<file path="src/rtl/clk_pkg.sv">
// Shared types and helpers for the fabric clock-enable unit: FSM states,
// default timing constants and the per-channel divide-ratio field extractor.
package clk_pkg;

    typedef enum logic [1:0] {
        WAIT_LOCK = 2'd0,
        FILTER    = 2'd1,
        RELEASE   = 2'd2,
        RUN       = 2'd3
    } lock_state_e;

    localparam int DEFAULT_LOCK_FILTER = 64;
    localparam int DEFAULT_RST_STAGGER = 8;

    // Largest flat divide bus the extractor handles: 8 channels of up to 32 bits.
    localparam int MAX_CH    = 8;
    localparam int MAX_DIV_W = 32;
    localparam int FLAT_W    = MAX_CH * MAX_DIV_W;

    function automatic logic [MAX_DIV_W-1:0] div_field(
        input logic [FLAT_W-1:0] flat,
        input int                ch,
        input int                width
    );
        logic [FLAT_W-1:0]    shifted;
        logic [MAX_DIV_W-1:0] mask;
        shifted = flat >> (ch * width);
        mask    = (width >= MAX_DIV_W) ? '1
                                       : ((MAX_DIV_W'(1) << width) - MAX_DIV_W'(1));
        return shifted[MAX_DIV_W-1:0] & mask;
    endfunction

endpackage

</file>
<file path="src/rtl/ce_divider.sv">
// One clock-enable channel: programmable-ratio counter with a shadow ratio that
// is only adopted at a period boundary, so a reload never produces a runt strobe.
module ce_divider
    import clk_pkg::*;
#(
    parameter int DIV_W = 16
) (
    input  logic             i_clock,
    input  logic             i_reset,
    input  logic [DIV_W-1:0] i_div,
    input  logic             i_div_load,
    input  logic             i_hold,
    input  logic             i_hold_next,
    output logic             o_ce
);

    logic [DIV_W-1:0] cnt_q, cnt_d;
    logic [DIV_W-1:0] shadow_q, shadow_d;
    logic [DIV_W-1:0] active_q, active_d;
    logic             ce_q, ce_d;
    logic             running;
    logic             term;

    // i_hold_next lets the strobe drop on the same edge the channel reset rises.
    always_comb begin
        shadow_d = shadow_q;
        cnt_d    = cnt_q;
        active_d = active_q;
        ce_d     = 1'b0;
        running  = !i_hold && !i_hold_next;
        term     = (cnt_q == (active_q - DIV_W'(1)));

        if (i_div_load) begin
            shadow_d = (i_div == '0) ? DIV_W'(1) : i_div;
        end

        if (!running) begin
            cnt_d = '0;
            if (i_hold) begin
                active_d = shadow_q;
            end
        end else if (term) begin
            cnt_d    = '0;
            ce_d     = 1'b1;
            active_d = shadow_q;
        end else begin
            cnt_d = cnt_q + DIV_W'(1);
        end
    end

    always_ff @(posedge i_clock) begin
        if (i_reset) begin
            cnt_q    <= '0;
            shadow_q <= DIV_W'(1);
            active_q <= DIV_W'(1);
            ce_q     <= 1'b0;
        end else begin
            cnt_q    <= cnt_d;
            shadow_q <= shadow_d;
            active_q <= active_d;
            ce_q     <= ce_d;
        end
    end

    assign o_ce = ce_q;

endmodule

</file>
<file path="src/rtl/clock_enable_unit.sv">
// Fabric clock-domain manager: qualifies PLL lock, releases channel resets in a
// staggered order and drives one programmable clock-enable strobe per channel.
module clock_enable_unit
    import clk_pkg::*;
#(
    parameter int N_CH        = 2,
    parameter int DIV_W       = 16,
    parameter int LOCK_FILTER = DEFAULT_LOCK_FILTER,
    parameter int RST_STAGGER = DEFAULT_RST_STAGGER
) (
    input  logic                  i_clock,
    input  logic                  i_reset,
    input  logic                  i_locked,
    input  logic [N_CH*DIV_W-1:0] i_div,
    input  logic                  i_div_load,
    output logic [N_CH-1:0]       o_ce,
    output logic [N_CH-1:0]       o_rst,
    output logic                  o_valid,
    output logic                  o_lock_lost
);

    localparam int FLT_W = $clog2(LOCK_FILTER);
    localparam int STG_W = (RST_STAGGER > 1) ? $clog2(RST_STAGGER) : 1;

    lock_state_e      state_q, state_d;
    logic             lk_meta_q, lk_meta_d;
    logic             lk_s_q, lk_s_d;
    logic [FLT_W-1:0] flt_cnt_q, flt_cnt_d;
    logic [STG_W-1:0] stg_cnt_q, stg_cnt_d;
    logic [N_CH-1:0]  rst_q, rst_d, rst_next_ch;
    logic             valid_q, valid_d;
    logic             lock_lost_q, lock_lost_d;

    // Clearing the lowest set bit of rst_q releases the channels in index order.
    always_comb begin
        lk_meta_d   = i_locked;
        lk_s_d      = lk_meta_q;
        state_d     = state_q;
        flt_cnt_d   = flt_cnt_q;
        stg_cnt_d   = stg_cnt_q;
        rst_d       = rst_q;
        lock_lost_d = lock_lost_q;
        rst_next_ch = rst_q & (rst_q - N_CH'(1));

        case (state_q)
            WAIT_LOCK: begin
                flt_cnt_d = '0;
                if (lk_s_q) begin
                    state_d = FILTER;
                end
            end
            FILTER: begin
                if (!lk_s_q) begin
                    state_d   = WAIT_LOCK;
                    flt_cnt_d = '0;
                end else if (flt_cnt_q == FLT_W'(LOCK_FILTER - 2)) begin
                    flt_cnt_d = '0;
                    stg_cnt_d = '0;
                    rst_d     = rst_next_ch;
                    state_d   = (rst_next_ch == '0) ? RUN : RELEASE;
                end else begin
                    flt_cnt_d = flt_cnt_q + FLT_W'(1);
                end
            end
            RELEASE, RUN: begin
                if (!lk_s_q) begin
                    state_d     = WAIT_LOCK;
                    stg_cnt_d   = '0;
                    rst_d       = '1;
                    lock_lost_d = 1'b1;
                end else if (state_q == RELEASE) begin
                    if (stg_cnt_q == STG_W'(RST_STAGGER - 1)) begin
                        stg_cnt_d = '0;
                        rst_d     = rst_next_ch;
                        if (rst_next_ch == '0) begin
                            state_d = RUN;
                        end
                    end else begin
                        stg_cnt_d = stg_cnt_q + STG_W'(1);
                    end
                end
            end
            default: state_d = WAIT_LOCK;
        endcase

        // Dividers look at rst_d, so they must also see the reset being applied.
        if (i_reset) begin
            rst_d = '1;
        end
        valid_d = |rst_d;
    end

    always_ff @(posedge i_clock) begin
        if (i_reset) begin
            lk_meta_q   <= 1'b0;
            lk_s_q      <= 1'b0;
            state_q     <= WAIT_LOCK;
            flt_cnt_q   <= '0;
            stg_cnt_q   <= '0;
            rst_q       <= '1;
            valid_q     <= 1'b1;
            lock_lost_q <= 1'b0;
        end else begin
            lk_meta_q   <= lk_meta_d;
            lk_s_q      <= lk_s_d;
            state_q     <= state_d;
            flt_cnt_q   <= flt_cnt_d;
            stg_cnt_q   <= stg_cnt_d;
            rst_q       <= rst_d;
            valid_q     <= valid_d;
            lock_lost_q <= lock_lost_d;
        end
    end

    for (genvar k = 0; k < N_CH; k++) begin : g_ch
        logic [DIV_W-1:0] ch_div;
        assign ch_div = DIV_W'(div_field(FLAT_W'(i_div), k, DIV_W));

        ce_divider #(
            .DIV_W(DIV_W)
        ) u_div (
            .i_clock    (i_clock),
            .i_reset    (i_reset),
            .i_div      (ch_div),
            .i_div_load (i_div_load),
            .i_hold     (rst_q[k]),
            .i_hold_next(rst_d[k]),
            .o_ce       (o_ce[k])
        );
    end

    assign o_rst       = rst_q;
    assign o_valid     = valid_q;
    assign o_lock_lost = lock_lost_q;

endmodule

</file>
<file path="config.mk">
export PLATFORM = sky130hd
export DESIGN_NAME = clock_enable_unit
export DESIGN_NICKNAME = d
export VERILOG_FILES = /design/src/rtl/clk_pkg.sv /design/src/rtl/ce_divider.sv /design/src/rtl/clock_enable_unit.sv
export SDC_FILE = /design/constraint.sdc
export NUM_CORES = 1
export LEC_CHECK = 0
export BUFFER_PORTS_ARGS = -buffer_cell sky130_fd_sc_hd__buf_2
export CAP_MARGIN = 40
export CORE_UTILIZATION = 50
export CTS_CLUSTER_SIZE = 12
export DETAILED_ROUTE_END_ITERATION = 12
export PLACE_DENSITY = 0.77
export SLEW_MARGIN = 20
export SYNTH_ARGS = -nofsm -noshare
export SYNTH_HDL_FRONTEND = slang
export SYNTH_SLANG_ARGS = --single-unit
</file>
<file path="constraint.sdc">
create_clock -name i_clock -period 4.4 [get_ports i_clock]
set_clock_uncertainty 0.2 [all_clocks]
set_input_delay 0.88 -clock i_clock [delete_from_list [all_inputs] [get_ports i_clock]]
set_output_delay 0.88 -clock i_clock [all_outputs]
set_load 0.05 [all_outputs]
</file>
# Word-level counts from Yosys, hierarchy flattened
# Cells that the tools add are included.
# W data, S select, Z words.
op_classes:
  add_sub_neg: 7
  eq_ne: 16
  mux: 35
  n_bitwise: 4
  n_reduce_logical: 25
ops:
  columns: ["operator", "count"]
  rows:
  - ["$mux W16", 8]
  - ["$add A16 B1 Y16 const B", 2]
  - ["$eq A16 B16 Y1", 2]
  - ["$logic_not A16 Y1", 2]
  - ["$sub A16 B1 Y16 const B", 2]
  - ["$mux W2", 13]
  - ["$mux W3", 5]
  - ["$mux W6", 2]
  - ["$ne A3 B3 Y1 const B", 4]
  - ["$pmux W6 S2", 1]
  - ["$ne A2 B2 Y1 const B", 5]
  - ["$reduce_bool A2 Y1", 4]
  - ["$reduce_or A2 Y1", 4]
  - ["$add A6 B1 Y6 const B", 1]
  - ["$eq A6 B6 Y1 const B", 1]
  - ["$pmux W2 S3", 1]
  - ["$pmux W3 S2", 1]
  - ["$reduce_and A2 Y1", 3]
  - ["$reduce_or A3 Y1", 2]
  - ["$reduce_and A5 Y1", 1]
  - ["$eq A2 B2 Y1 const B", 2]
  - ["$logic_not A1 Y1", 4]
  - ["$logic_not A2 Y1", 2]
  - ["$pmux W2 S2", 1]
  - ["other kinds (9)", 14]
word_totals:
  ff_bits: 115
  input_bits: 36
  output_inout_bits: 6
  word_cells: 103

# Depth between registers and ports, before layout
# Gate-level depths: netlist of the first run.
logic_depth:
  ltp_word: 11
  depth_mapped: 12

# Hierarchy
# Synthesis of the first run repeated with hierarchy kept, for this count alone.
hier_totals:
  hier_cells: 642
  area_unflattened_um2: 5874.4
by_module_without_submodules:
  columns: ["mod", "instances", "cells_per_inst", "area_each_um2"]
  rows:
  - ["ce_divider", 2, 275, 2527.4]
  - ["clock_enable_unit", 1, 92, 819.5]

# Worst setup path after synthesis of the first run
# No wires, ideal clock.
synth_path:
  path_type: "flip-flop to flip-flop"
  from: "reg g_ch[1].u_div.active_q[4]"
  to: "reg g_ch[1].u_div.cnt_q[10]"
  setup_time_ns: 0.115
  arrival_ns: 2.998
  t_required_ns: 4.085
  slack_ns: 1.087
  path_stages_with_launch: 12
  period_less_slack_ns: 3.313
  path_cell_list: "dfxtp_1 > buf_6 > or4_4 > buf_6 > or3_1 > or3_1 > a2111o_1 > nor4b_4 > or3_1 > buf_2 > buf_4 > nor2_1"
synth_between:
  elab_chain_len: 3
synth_rtl:
  columns: ["item", "line", "rtl"]
  rows:
  - ["from (decl)", "ce_divider.sv:19", "logic [DIV_W-1:0] active_q, active_d;"]
  - ["from (signal assigned)", "ce_divider.sv:60", "active_q <= active_d;"]
  - ["$sub A16 B1 Y16", "ce_divider.sv:31", "term = (cnt_q == (active_q - DIV_W'(1)));"]
  - ["$eq A16 B16 Y1", "ce_divider.sv:31", null]
  - ["$reduce_or A3 Y1 (no source line)", null, null]
  - ["to (signal assigned)", "ce_divider.sv:58", "cnt_q <= cnt_d;"]
  - ["to (decl)", "ce_divider.sv:17", "logic [DIV_W-1:0] cnt_q, cnt_d;"]
# Every way passes these cells.
# A chain may end at the register's enable or synchronous reset.

# Final worst setup path of the first run
layout_path:
  from: "reg g_ch[1].u_div.active_q[0]"
  to: "reg g_ch[1].u_div.cnt_q[15]"
# The elaborated chain is that of the path after synthesis.

==> results of run 1 <==
==> where the power goes <==
group	internal [uW]	total (uW)	switching (uW)
logic	89.3	183	93.6
registers	1070	1100	27.8
clock network	861	1350	493
==> placed cells by master (no fill, tap or decap), types with 10 or more instances in the layout <==
cell type	n
nand3_1	21
nand2b_1	63
nor4_1	14
clkbuf_16	17
buf_2	41
nor2_1	96
xnor2_1	39
xor2_1	33
and3_1	10
nand2_1	21
inv_1	16
a21oi_1	13
o21ai_0	10
nor3_1	16
mux2i_1	62
dfxtp_1	115
==> how the worst min path moves through the flow <==
| stage | from | to | cells past startpoint |
|---|---|---|---|
| final | g_ch[0].u_div.shadow_q[1]$_SDFFE_PP0P_ | g_ch[0].u_div.active_q[1]$_SDFFE_PP0P_ | 2 |
| after CTS | g_ch[0].u_div.shadow_q[1]$_SDFFE_PP0P_ | g_ch[0].u_div.active_q[1]$_SDFFE_PP0P_ | 2 |
| after global routing | g_ch[1].u_div.shadow_q[5]$_SDFFE_PP0P_ | g_ch[1].u_div.active_q[5]$_SDFFE_PP0P_ | 2 |
| after global placement | stg_cnt_q[2]$_SDFFE_PP0P_ | stg_cnt_q[2]$_SDFFE_PP0P_ | 2 |
| after floorplan | lk_meta_q$_SDFF_PP0_ | lk_s_q$_SDFF_PP0_ | 1 |
| after detailed placement | stg_cnt_q[2]$_SDFFE_PP0P_ | stg_cnt_q[2]$_SDFFE_PP0P_ | 2 |
==> cell families (layout without fill, tap and decap cells) <==
group | Yosys count | count (layout)
simple gates | 288 | 288
flops | 115 | 115
xor+xnor | 72 | 72
mux | 62 | 62
compound gates | 57 | 57
buf+inv | 55 | 97
fa+ha+maj | 8 | 8
==> routing by layer <==
layer	vias to the layer above	GRT usage (%)	wire [um]
li1	2316	-	-
met1	2191	28.8	5680
met2	127	36.0	5790
met3	27	5.75	638
met4	0	9.24	292
met5	-	0	0
==> critical path, stage by stage, from the launching register on <==
cell      delay [ps]
dfxtp_1          350
or4_1            670
or3_1            370
or3_1            400
a2111o_1         480
nor4b_4          340
or3_1            490
nor2_1           130
==> registers in the layout, summed over array words and instances (netlist names) <==
name,flops
stg_cnt_q,3
lk_meta_q,1
o_lock_lost,1
g_ch.u_div.o_ce,2
g_ch.u_div.cnt_q,32
o_rst,2
g_ch.u_div.active_q,32
lk_s_q,1
state_q,2
flt_cnt_q,6
o_valid,1
g_ch.u_div.shadow_q,32
==> per-stage QoR <==
step | instance area, um^2 | hold WS [ps]
4_1_cts | 6680 | 271
3_5_place_dp | 6090 | 253
5_1_grt | 6710 | 290
3_3_place_gp | 6030 | 244
6_report | 6710 | 268
2_1_floorplan | 5810 | 214
==> cell type report <==
type / instances / area [um^2]
clock buffer: 20 / 457
fill: 955 / 4660
clock inverter: 12 / 133
inverter: 16 / 60.1
tap: 143 / 179
sequential: 115 / 2300
multi-input combinational: 487 / 3260
timing repair buffer: 49 / 317
==> metrics, run 1 <==
Initial DRC Count=278; reg2reg setup slack=840 ps; largest family of logic cells by synthesized area=simple AND/OR/NAND/NOR gates; Synth area leaders=dfxtp_1, mux2i_1, nand2b_1, nor2_1, xnor2_1; post-synthesis simple-gate area fraction=26.1%; Die Area=0.0121 mm^2; Diodes inserted=0; Layout area overhead=15.3%; row count=39; Final Cycle Share=81.0%; die height=110 um; First-pass DRT Iterations=5; Avg Inst Size Synth=8.85 um^2; area share of the largest cell type after synthesis=39.6%; Root Buffer=clkbuf_16; worst r2r dst=g_ch[1].u_div.cnt_q[15]$_SDFF_PP0_; post-synthesis register bit count=115; H-tree depth=4; maxcap violations=0; # port buffers=41; xor and xnor area share after synthesis=10.8%; HP Class=flop to flop; vias in the first global route=4444; layout cells sized above 1=12.4%; global placement routability congestion=0.885; Critical Path RT=4470 ps; Nets=730; Resized cells post-CTS=0; Finished Layout Cells=842; CTS Buf Count=17; Synth cell types=55; f_max=0.281 GHz; Initial Util=51.1%; DRT antenna net count=0; DP Cell Count=809; Worst setup EP type=flop; DR WL/cell=14.7 um; Post CTS Setup Buffer Count=0; cts-stage hold buffer count=0; Max rail drop VDD=0.000333 V; drt drc=0; end of the critical path=g_ch[1].u_div.cnt_q[15]$_SDFF_PP0_; CTS Buffer Depth=2; CTS Sinks=115; critical path class=flop to flop; Skew-Pair Late Insertion Delay=420 ps; clock transition at the registers of the reported paths=60 ps; PD cells=393 mW/mm^2; Final Hold Viols=0; hpwl dp=8420 um; Post-synth EDFFs=0; die span in x=110 um; sequential area share after synthesis=39.6%; initial antenna violation count=0; Post-Route WL=12400 um; Rel. slew slack=49.5%; first-pass GRT wire length=20900 um; grt total ovfl=0; via/cell ratio=5.54; Setup Viol. Count Final=0; Reg2Reg Depth=7; compound-cell area share of the yosys netlist=6.67%; post-layout util=59.0%; Synth Area in Adders=1.72%; most frequent cells after synthesis=dfxtp_1, nor2_1, nand2b_1; ys async rst share=0%; RSZ-0062 raised after global routing=no; YS warnings=0; Worst Path Arrival=3630 ps; largest area contributor in the netlist=dfxtp_1; mux cell area share after synthesis=10.7%; Post-Syn Area=0.00581 mm^2; Final Total Pwr=2640 uW; max-slew violation count=0; CTS tree=built; CORE AREA=0.0114 mm^2; crit path max fanout=16; outcome=complete, no violations; LEAKAGE=0.00250 uW; final worst slack=836 ps; setup TNS=0 ps; worst setup path startpoint=g_ch[1].u_div.active_q[0]$_SDFFE_PP1P_; Critical Path Source Type=flop; synthesized netlist cell count=657; pin count of the biggest net entering global routing=108; IO Count=42; fin crit period=3560 ps; actual slew at the worst max-slew pin=750 ps; vias post-DR=4661; Primary FF master, synth=dfxtp_1; syn_nets=701; Reg-to-Reg Start=g_ch[1].u_div.active_q[0]$_SDFFE_PP1P_; most numerous cell in the Yosys netlist=dfxtp_1; GRT Util Overall=22.5%; dpl ws=946 ps
Power figures use the tool's default switching activity.
==> run 2, diff against run 1 <==
--- a/config.mk
+++ b/config.mk
@@ -5,6 +5,7 @@
 export SDC_FILE = /design/constraint.sdc
 export NUM_CORES = 1
 export LEC_CHECK = 0
+export ABC_AREA = 1
 export BUFFER_PORTS_ARGS = -buffer_cell sky130_fd_sc_hd__buf_2
 export CAP_MARGIN = 40
 export CORE_UTILIZATION = 50
==> constraint.sdc (replaced) <==
create_clock -name i_clock -period 3.5 [get_ports i_clock]
set_clock_uncertainty 0.2 [all_clocks]
set_input_delay 0.7 -clock i_clock [delete_from_list [all_inputs] [get_ports i_clock]]
set_output_delay 0.7 -clock i_clock [all_outputs]
set_load 0.05 [all_outputs]
==> metrics, run 2 <==
Post-synth EDFFs=0 (unchanged); vias in the first global route=4977 (was 4444); ys async rst share=0% (unchanged); Avg Inst Size Synth=6.81 um^2 (was 8.85 um^2); # fillers=1106 (was 955); area of the multi-input gates=0.00339 mm^2 (was 0.00326 mm^2); Resized cells post-CTS=0 (unchanged); First-pass DRT Iterations=5 (unchanged); global placement routability congestion=0.919 (was 0.885); most frequent cells after synthesis=nand2_1, nor2_1, dfxtp_1 (was dfxtp_1, nor2_1, nand2b_1); Die Area=0.0129 mm^2 (was 0.0121 mm^2); DRT antenna net count=0 (unchanged); post-synthesis register bit count=115 (unchanged); outcome=complete, no violations (unchanged); metal1 wirelength=6950 um (was 5680 um); post-route cell area=0.00712 mm^2 (was 0.00671 mm^2); first-pass GRT wire length=22900 um (was 20900 um); Critical Path RT=3600 ps (was 4470 ps); Synth cell types=34 (was 55); Post-Route WL=13500 um (was 12400 um); Rel. slew slack=56.7% (was 49.5%); cts-stage hold buffer count=0 (unchanged); leading cell type in the layout, fill and taps excluded=nand2_1 (was dfxtp_1); Worst Path Arrival=2900 ps (was 3630 ps); area occupied by registers=0.00230 mm^2 (unchanged); fin crit period=2800 ps (was 3560 ps); biggest regs=g_ch.u_div.active_q (32), g_ch.u_div.cnt_q (32), g_ch.u_div.shadow_q (32) (unchanged); f_max=0.358 GHz (was 0.281 GHz); CTS Buffer Depth=2 (unchanged); DR WL/cell=12.0 um (was 14.7 um); Final Hold Viols=0 (unchanged); Layout area overhead=14.3% (was 15.3%); LEAKAGE=0.00300 uW (was 0.00250 uW); drt drc=0 (unchanged); Setup Viol. Count Final=0 (unchanged); syn_nets=960 (was 701); synthesized netlist cell count=916 (was 657); Critical Path Source Type=flop (unchanged); Final Total Pwr=3680 uW (was 2640 uW); pin count of the biggest net entering global routing=70 (was 108); Root Buffer=clkbuf_16 (unchanged); CORE AREA=0.0121 mm^2 (was 0.0114 mm^2); Initial Util=51.7% (was 51.1%); Post CTS Setup Buffer Count=0 (unchanged); largest area contributor in the netlist=dfxtp_1 (unchanged); Diodes inserted=0 (unchanged); max-slew violation count=0 (unchanged); most numerous cell in the Yosys netlist=nand2_1 (was dfxtp_1); GRT Util Overall=21.9% (was 22.5%); # port buffers=41 (unchanged); RSZ-0062 raised after global routing=no (unchanged); setup TNS=0 ps (unchanged); CTS tree=built (unchanged); layout cells sized above 1=13.3% (was 12.4%); die height=114 um (was 110 um); Nets=993 (was 730); Worst setup EP type=flop (unchanged); worst-path cell with the longest stage delay=nand3_2 (was or4_1); row count=40 (was 39); YS warnings=0 (unchanged); Initial DRC Count=393 (was 278); maxcap violations=0 (unchanged); vias post-DR=5659 (was 4661); initial antenna violation count=0 (unchanged); critical path class=flop to flop (unchanged); sequential area share after synthesis=36.9% (was 39.6%); most frequent cells in the layout=nand2_1, nor2_1, dfxtp_1, inv_1, nand3_1 (was dfxtp_1, nor2_1, nand2b_1, mux2i_1, buf_2); CP peak stage delay=530 ps (was 670 ps); Primary FF master, synth=dfxtp_1 (unchanged); H-tree depth=4 (unchanged); crit path cell chain=inv_2 -> ha_1 -> nand2_1 -> nor2_2 -> nand2_1 -> nand2_1 -> nand2_1 -> nor2_1 -> nand2_1 -> nor3_2 -> nand3_2 -> a21oi_1 -> nor2_1 (was or4_1 -> or3_1 -> or3_1 -> a2111o_1 -> nor4b_4 -> or3_1 -> nor2_1); HP Class=flop to flop (unchanged); IO Count=42 (unchanged); via/cell ratio=5.01 (was 5.54); met3 routed wirelength=495 um (was 638 um); Top Layer Used=met4 (unchanged); grt total ovfl=0 (unchanged); die span in x=114 um (was 110 um); Skew-Pair Late Insertion Delay=420 ps (about the same); crit path max fanout=32 (was 16); most frequent CP cell=nand2_1 (was or3_1); area share of the largest cell type after synthesis=36.9% (was 39.6%); Max rail drop VDD=0.000392 V (was 0.000333 V); PD cells=517 mW/mm^2 (was 393 mW/mm^2); hpwl dp=9390 um (was 8420 um); CTS Buf Count=17 (unchanged); DP Area=0.00653 mm^2 (was 0.00609 mm^2); actual slew at the worst max-slew pin=649 ps (was 750 ps); Synth area leaders=dfxtp_1, nand2_1, nor2_1, inv_1, nand3_1 (was dfxtp_1, mux2i_1, nand2b_1, nor2_1, xnor2_1); Final Cycle Share=79.9% (was 81.0%); WL met2=5920 um (was 5790 um); clock transition at the registers of the reported paths=60 ps (about the same); CTS Sinks=115 (unchanged); Post-Syn Area=0.00623 mm^2 (was 0.00581 mm^2)
## run 2: layout make-up
type                    instances  area share, %
flip-flops and latches        115           32.3
well taps                     168           2.95
repair buffers                 46           3.62
clock buffers                  17           5.97
inverters                      98           5.17
clock inverters                15           2.39
multi-input cells             671           47.6
## run 2: report_power, final
part	internal [uW]	switching, uW
clock	1060	679
combinational	167	312
sequential	1390	67.7
total	2620	1060
## run 2: final timing paths
kind / from / to / slack [ps] / depth (start not counted)
max: g_ch[0].u_div.active_q[0]$_SDFFE_PP1P_ / g_ch[0].u_div.active_q[12]$_SDFFE_PP0P_ / 700 / 13
min: lk_meta_q$_SDFF_PP0_ / lk_s_q$_SDFF_PP0_ / 200 / 2
max reg2reg: g_ch[0].u_div.active_q[0]$_SDFFE_PP1P_ / g_ch[0].u_div.active_q[12]$_SDFFE_PP0P_ / 700 / 13
min reg2reg: lk_meta_q$_SDFF_PP0_ / lk_s_q$_SDFF_PP0_ / 200 / 2
## run 2: logic make-up (layout without fill, tap and decap cells)
kind of cell	after synthesis	count (layout)	share of synthesized area, %
xor+xnor	51	51	7.17
buf+inv	130	176	8.71
simple gates	517	517	37.7
fa+ha+maj	8	8	1.61
flops	115	115	36.9
compound gates	95	95	7.89
## run 2: layer usage
layer | global-route usage, % | vias to the layer above
li1 | - | 3001
met1 | 31.0 | 2541
met2 | 33.7 | 105
met3 | 4.25 | 12
met4 | 6.84 | 0
met5 | 0 | -
## run 2: stage by stage
step	utilization [%]	hold WS, ps	instances	setup WS [ps]
floorplan	-	188	916	1390
global placement	53.9	191	1096	862
detailed placement	54.1	197	1098	763
CTS	59.0	204	1130	737
global route	59.0	220	1130	454
finish	59.0	202	1130	704
## run 2: critical path, delay by kind of cell (launching register included)
family | cells | cell delay [ps]
buf+inv | 1 | 90
flops | 1 | 360
simple gates | 10 | 1460
fa+ha+maj | 1 | 200
compound gates | 1 | 370
==> run 3, diff against run 2 <==
--- a/config.mk
+++ b/config.mk
@@ -11,7 +11,7 @@
 export CORE_UTILIZATION = 50
 export CTS_CLUSTER_SIZE = 12
 export DETAILED_ROUTE_END_ITERATION = 12
-export PLACE_DENSITY = 0.77
+export PLACE_DENSITY = 0.8
 export SLEW_MARGIN = 20
 export SYNTH_ARGS = -nofsm -noshare
 export SYNTH_HDL_FRONTEND = slang
==> constraint.sdc (replaced) <==
create_clock -name i_clock -period 2.3 [get_ports i_clock]
set_clock_uncertainty 0.2 [all_clocks]
set_input_delay 0.46 -clock i_clock [delete_from_list [all_inputs] [get_ports i_clock]]
set_output_delay 0.46 -clock i_clock [all_outputs]
set_load 0.05 [all_outputs]
==> metrics, run 3 (synthesis gave the netlist of run 2 again) <==
outcome=complete, but fails checks (was complete, no violations); failing checks=setup timing; Final Total Pwr=5760 uW (was 3680 uW); row count=40 (unchanged); fin crit period=2300 ps (was 2800 ps); DR WL/cell=13.0 um (was 12.0 um); Final Hold Viols=0 (unchanged); CTS Buffer Depth=2 (unchanged); Skew-Pair Late Insertion Delay=420 ps (about the same); drt drc=0 (unchanged); Worst Path Arrival=2410 ps (was 2900 ps); PD cells=755 mW/mm^2 (was 517 mW/mm^2); IO Count=42 (unchanged); First-pass DRT Iterations=5 (unchanged); die height=114 um (unchanged); max-slew violation count=0 (unchanged); Final Cycle Share=100% (was 79.9%); maxcap violations=0 (unchanged); GRT Util Overall=22.5% (was 21.9%); CTS Buf Count=17 (unchanged); DP Cell Count=1107 (was 1098); crit path max fanout=16 (was 32); die span in x=114 um (unchanged); Critical Path RT=2410 ps (was 3600 ps); global placement routability congestion=0.907 (was 0.919); initial antenna violation count=0 (unchanged); vias post-DR=5920 (was 5659); combinational power share=14.0% (was 13.0%); CTS Sinks=115 (unchanged); pin count of the biggest net entering global routing=45 (was 70); clock share of power=47.3% (was 47.4%); Critical Path Source Type=flop (unchanged); HP Class=input pin to flop (was flop to flop); critical path class=flop to flop (unchanged); layout cells sized above 1=19.9% (was 13.3%); actual slew at the worst max-slew pin=628 ps (was 649 ps); Die Area=0.0129 mm^2 (unchanged); Setup Viol. Count Final=1 (was 0); via/cell ratio=5.15 (was 5.01); H-tree depth=4 (unchanged); LEAKAGE=0.00318 uW (was 0.00300 uW); biggest regs=g_ch.u_div.active_q (32), g_ch.u_div.cnt_q (32), g_ch.u_div.shadow_q (32) (unchanged); hpwl dp=9460 um (was 9390 um); grt total ovfl=0 (unchanged); RSZ-0062 raised after global routing=yes (was no); Int Pwr=4150 uW (was 2620 uW); f_max=0.434 GHz (was 0.358 GHz); leading cell type in the layout, fill and taps excluded=nand2_1 (unchanged); Diodes inserted=0 (unchanged); # port buffers=41 (unchanged); Initial Util=51.7% (unchanged); Net Sw Frac=27.9% (was 28.8%); first-pass GRT wire length=23400 um (was 22900 um); Rel. slew slack=57.7% (was 56.7%); Nets=1013 (was 993); DRT antenna net count=0 (unchanged); Initial DRC Count=386 (was 393); Worst setup EP type=flop (unchanged); vias in the first global route=5052 (was 4977); CORE AREA=0.0121 mm^2 (unchanged); cts-stage hold buffer count=0 (unchanged); Finished Layout Cells=1150 (was 1130); part of the power in registers=38.7% (was 39.6%); Root Buffer=clkbuf_16 (unchanged); clock transition at the registers of the reported paths=60 ps (about the same); most frequent cells in the layout=nand2_1, nor2_1, dfxtp_1, inv_1, nand3_1 (unchanged); P_sw=1600 uW (was 1060 uW); Max rail drop VDD=0.000551 V (was 0.000392 V); Post-Route WL=15000 um (was 13500 um); CTS tree=built (unchanged); final worst slack=-2.89 ps (was 704 ps); Layout area overhead=22.4% (was 14.3%)
-- run 3: cell count changes in the layout (fill, tap and decap cells not counted), moves of 5 or more --
cell / previous run / this run
a21oi_1: 41 / 30
a21oi_2: 0 / 10
buf_4: 3 / 15
dfxtp_1: 115 / 107
dfxtp_2: 0 / 7
inv_6: 7 / 2
nand2_1: 181 / 172
nand2_2: 4 / 11
nor2_1: 172 / 165
nor2_4: 5 / 12
-- run 3: final timing paths --
check / from / endpoint / slack [ps] / cells after the start
max: g_ch[0].u_div.active_q[8]$_SDFFE_PP0P_ / g_ch[0].u_div.active_q[9]$_SDFFE_PP0P_ / -3 / 13
min: i_locked / lk_meta_q$_SDFF_PP0_ / 40 / 3
max reg2reg: g_ch[0].u_div.active_q[8]$_SDFFE_PP0P_ / g_ch[0].u_div.active_q[9]$_SDFFE_PP0P_ / -3 / 13
min reg2reg: lk_meta_q$_SDFF_PP0_ / lk_s_q$_SDFF_PP0_ / 210 / 2
-- run 3: layout make-up --
type / count / area [um^2]
clock buffer: 18 / 439
clock inverter: 14 / 179
tap: 168 / 210
fill: 970 / 4430
multi-input combinational: 671 / 3610
inverter: 98 / 370
sequential: 115 / 2310
timing repair buffer: 66 / 507
-- run 3: worst max-delay path: stages, from the launching register on --
cell	delay, ps
dfxtp_1	390
nor2_2	190
nand2_1	80
nor2_1	150
nand3_1	120
nand2_1	140
nand2_1	70
nor2_1	80
nand2_1	80
nor2_2	140
nand3_4	130
clkbuf_16	210
a21oi_1	130
nor2_1	60
-- run 3: what timing repair did --
action	in CTS	in global routing
setup buffers	0	7
setup endpoints to repair	1	49
pin swaps	0	12
cloned	0	4
gates resized for setup	1	69
-- run 3: power groups by stage --
stage	Sequential [uW]	Combinational [uW]	Clock, uW
final	2230	806	2720
after global routing	2240	907	2860
after CTS	2220	736	2750
after detailed placement	2260	728	0
after global placement	2250	713	0
after floorplan	2250	542	0
-- run 3: per-layer routing --
layer	up-vias	wire length [um]	global-route usage, %
li1	3036	-	-
met4	0	310	7.81
met1	2674	7090	31.4
met3	32	803	4.94
met5	-	0	0
met2	178	6750	34.2
-- run 3: per-stage QoR --
stage / TNS [ps] / area, um^2 / setup slack (ps) / utilization (%) / hold WS [ps]
finish: -2.89 / 7630 / -2.89 / 63.2 / 35.7
global route: -2340 / 7630 / -125 / 63.2 / 43.8
CTS: 0 / 7250 / 1.19 / 60.1 / 40.2
detailed placement: 0 / 6630 / 53.0 / 55.0 / 200
global placement: 0 / 6630 / 104 / 55.0 / 191
floorplan: 0 / 6230 / 186 / - / 188
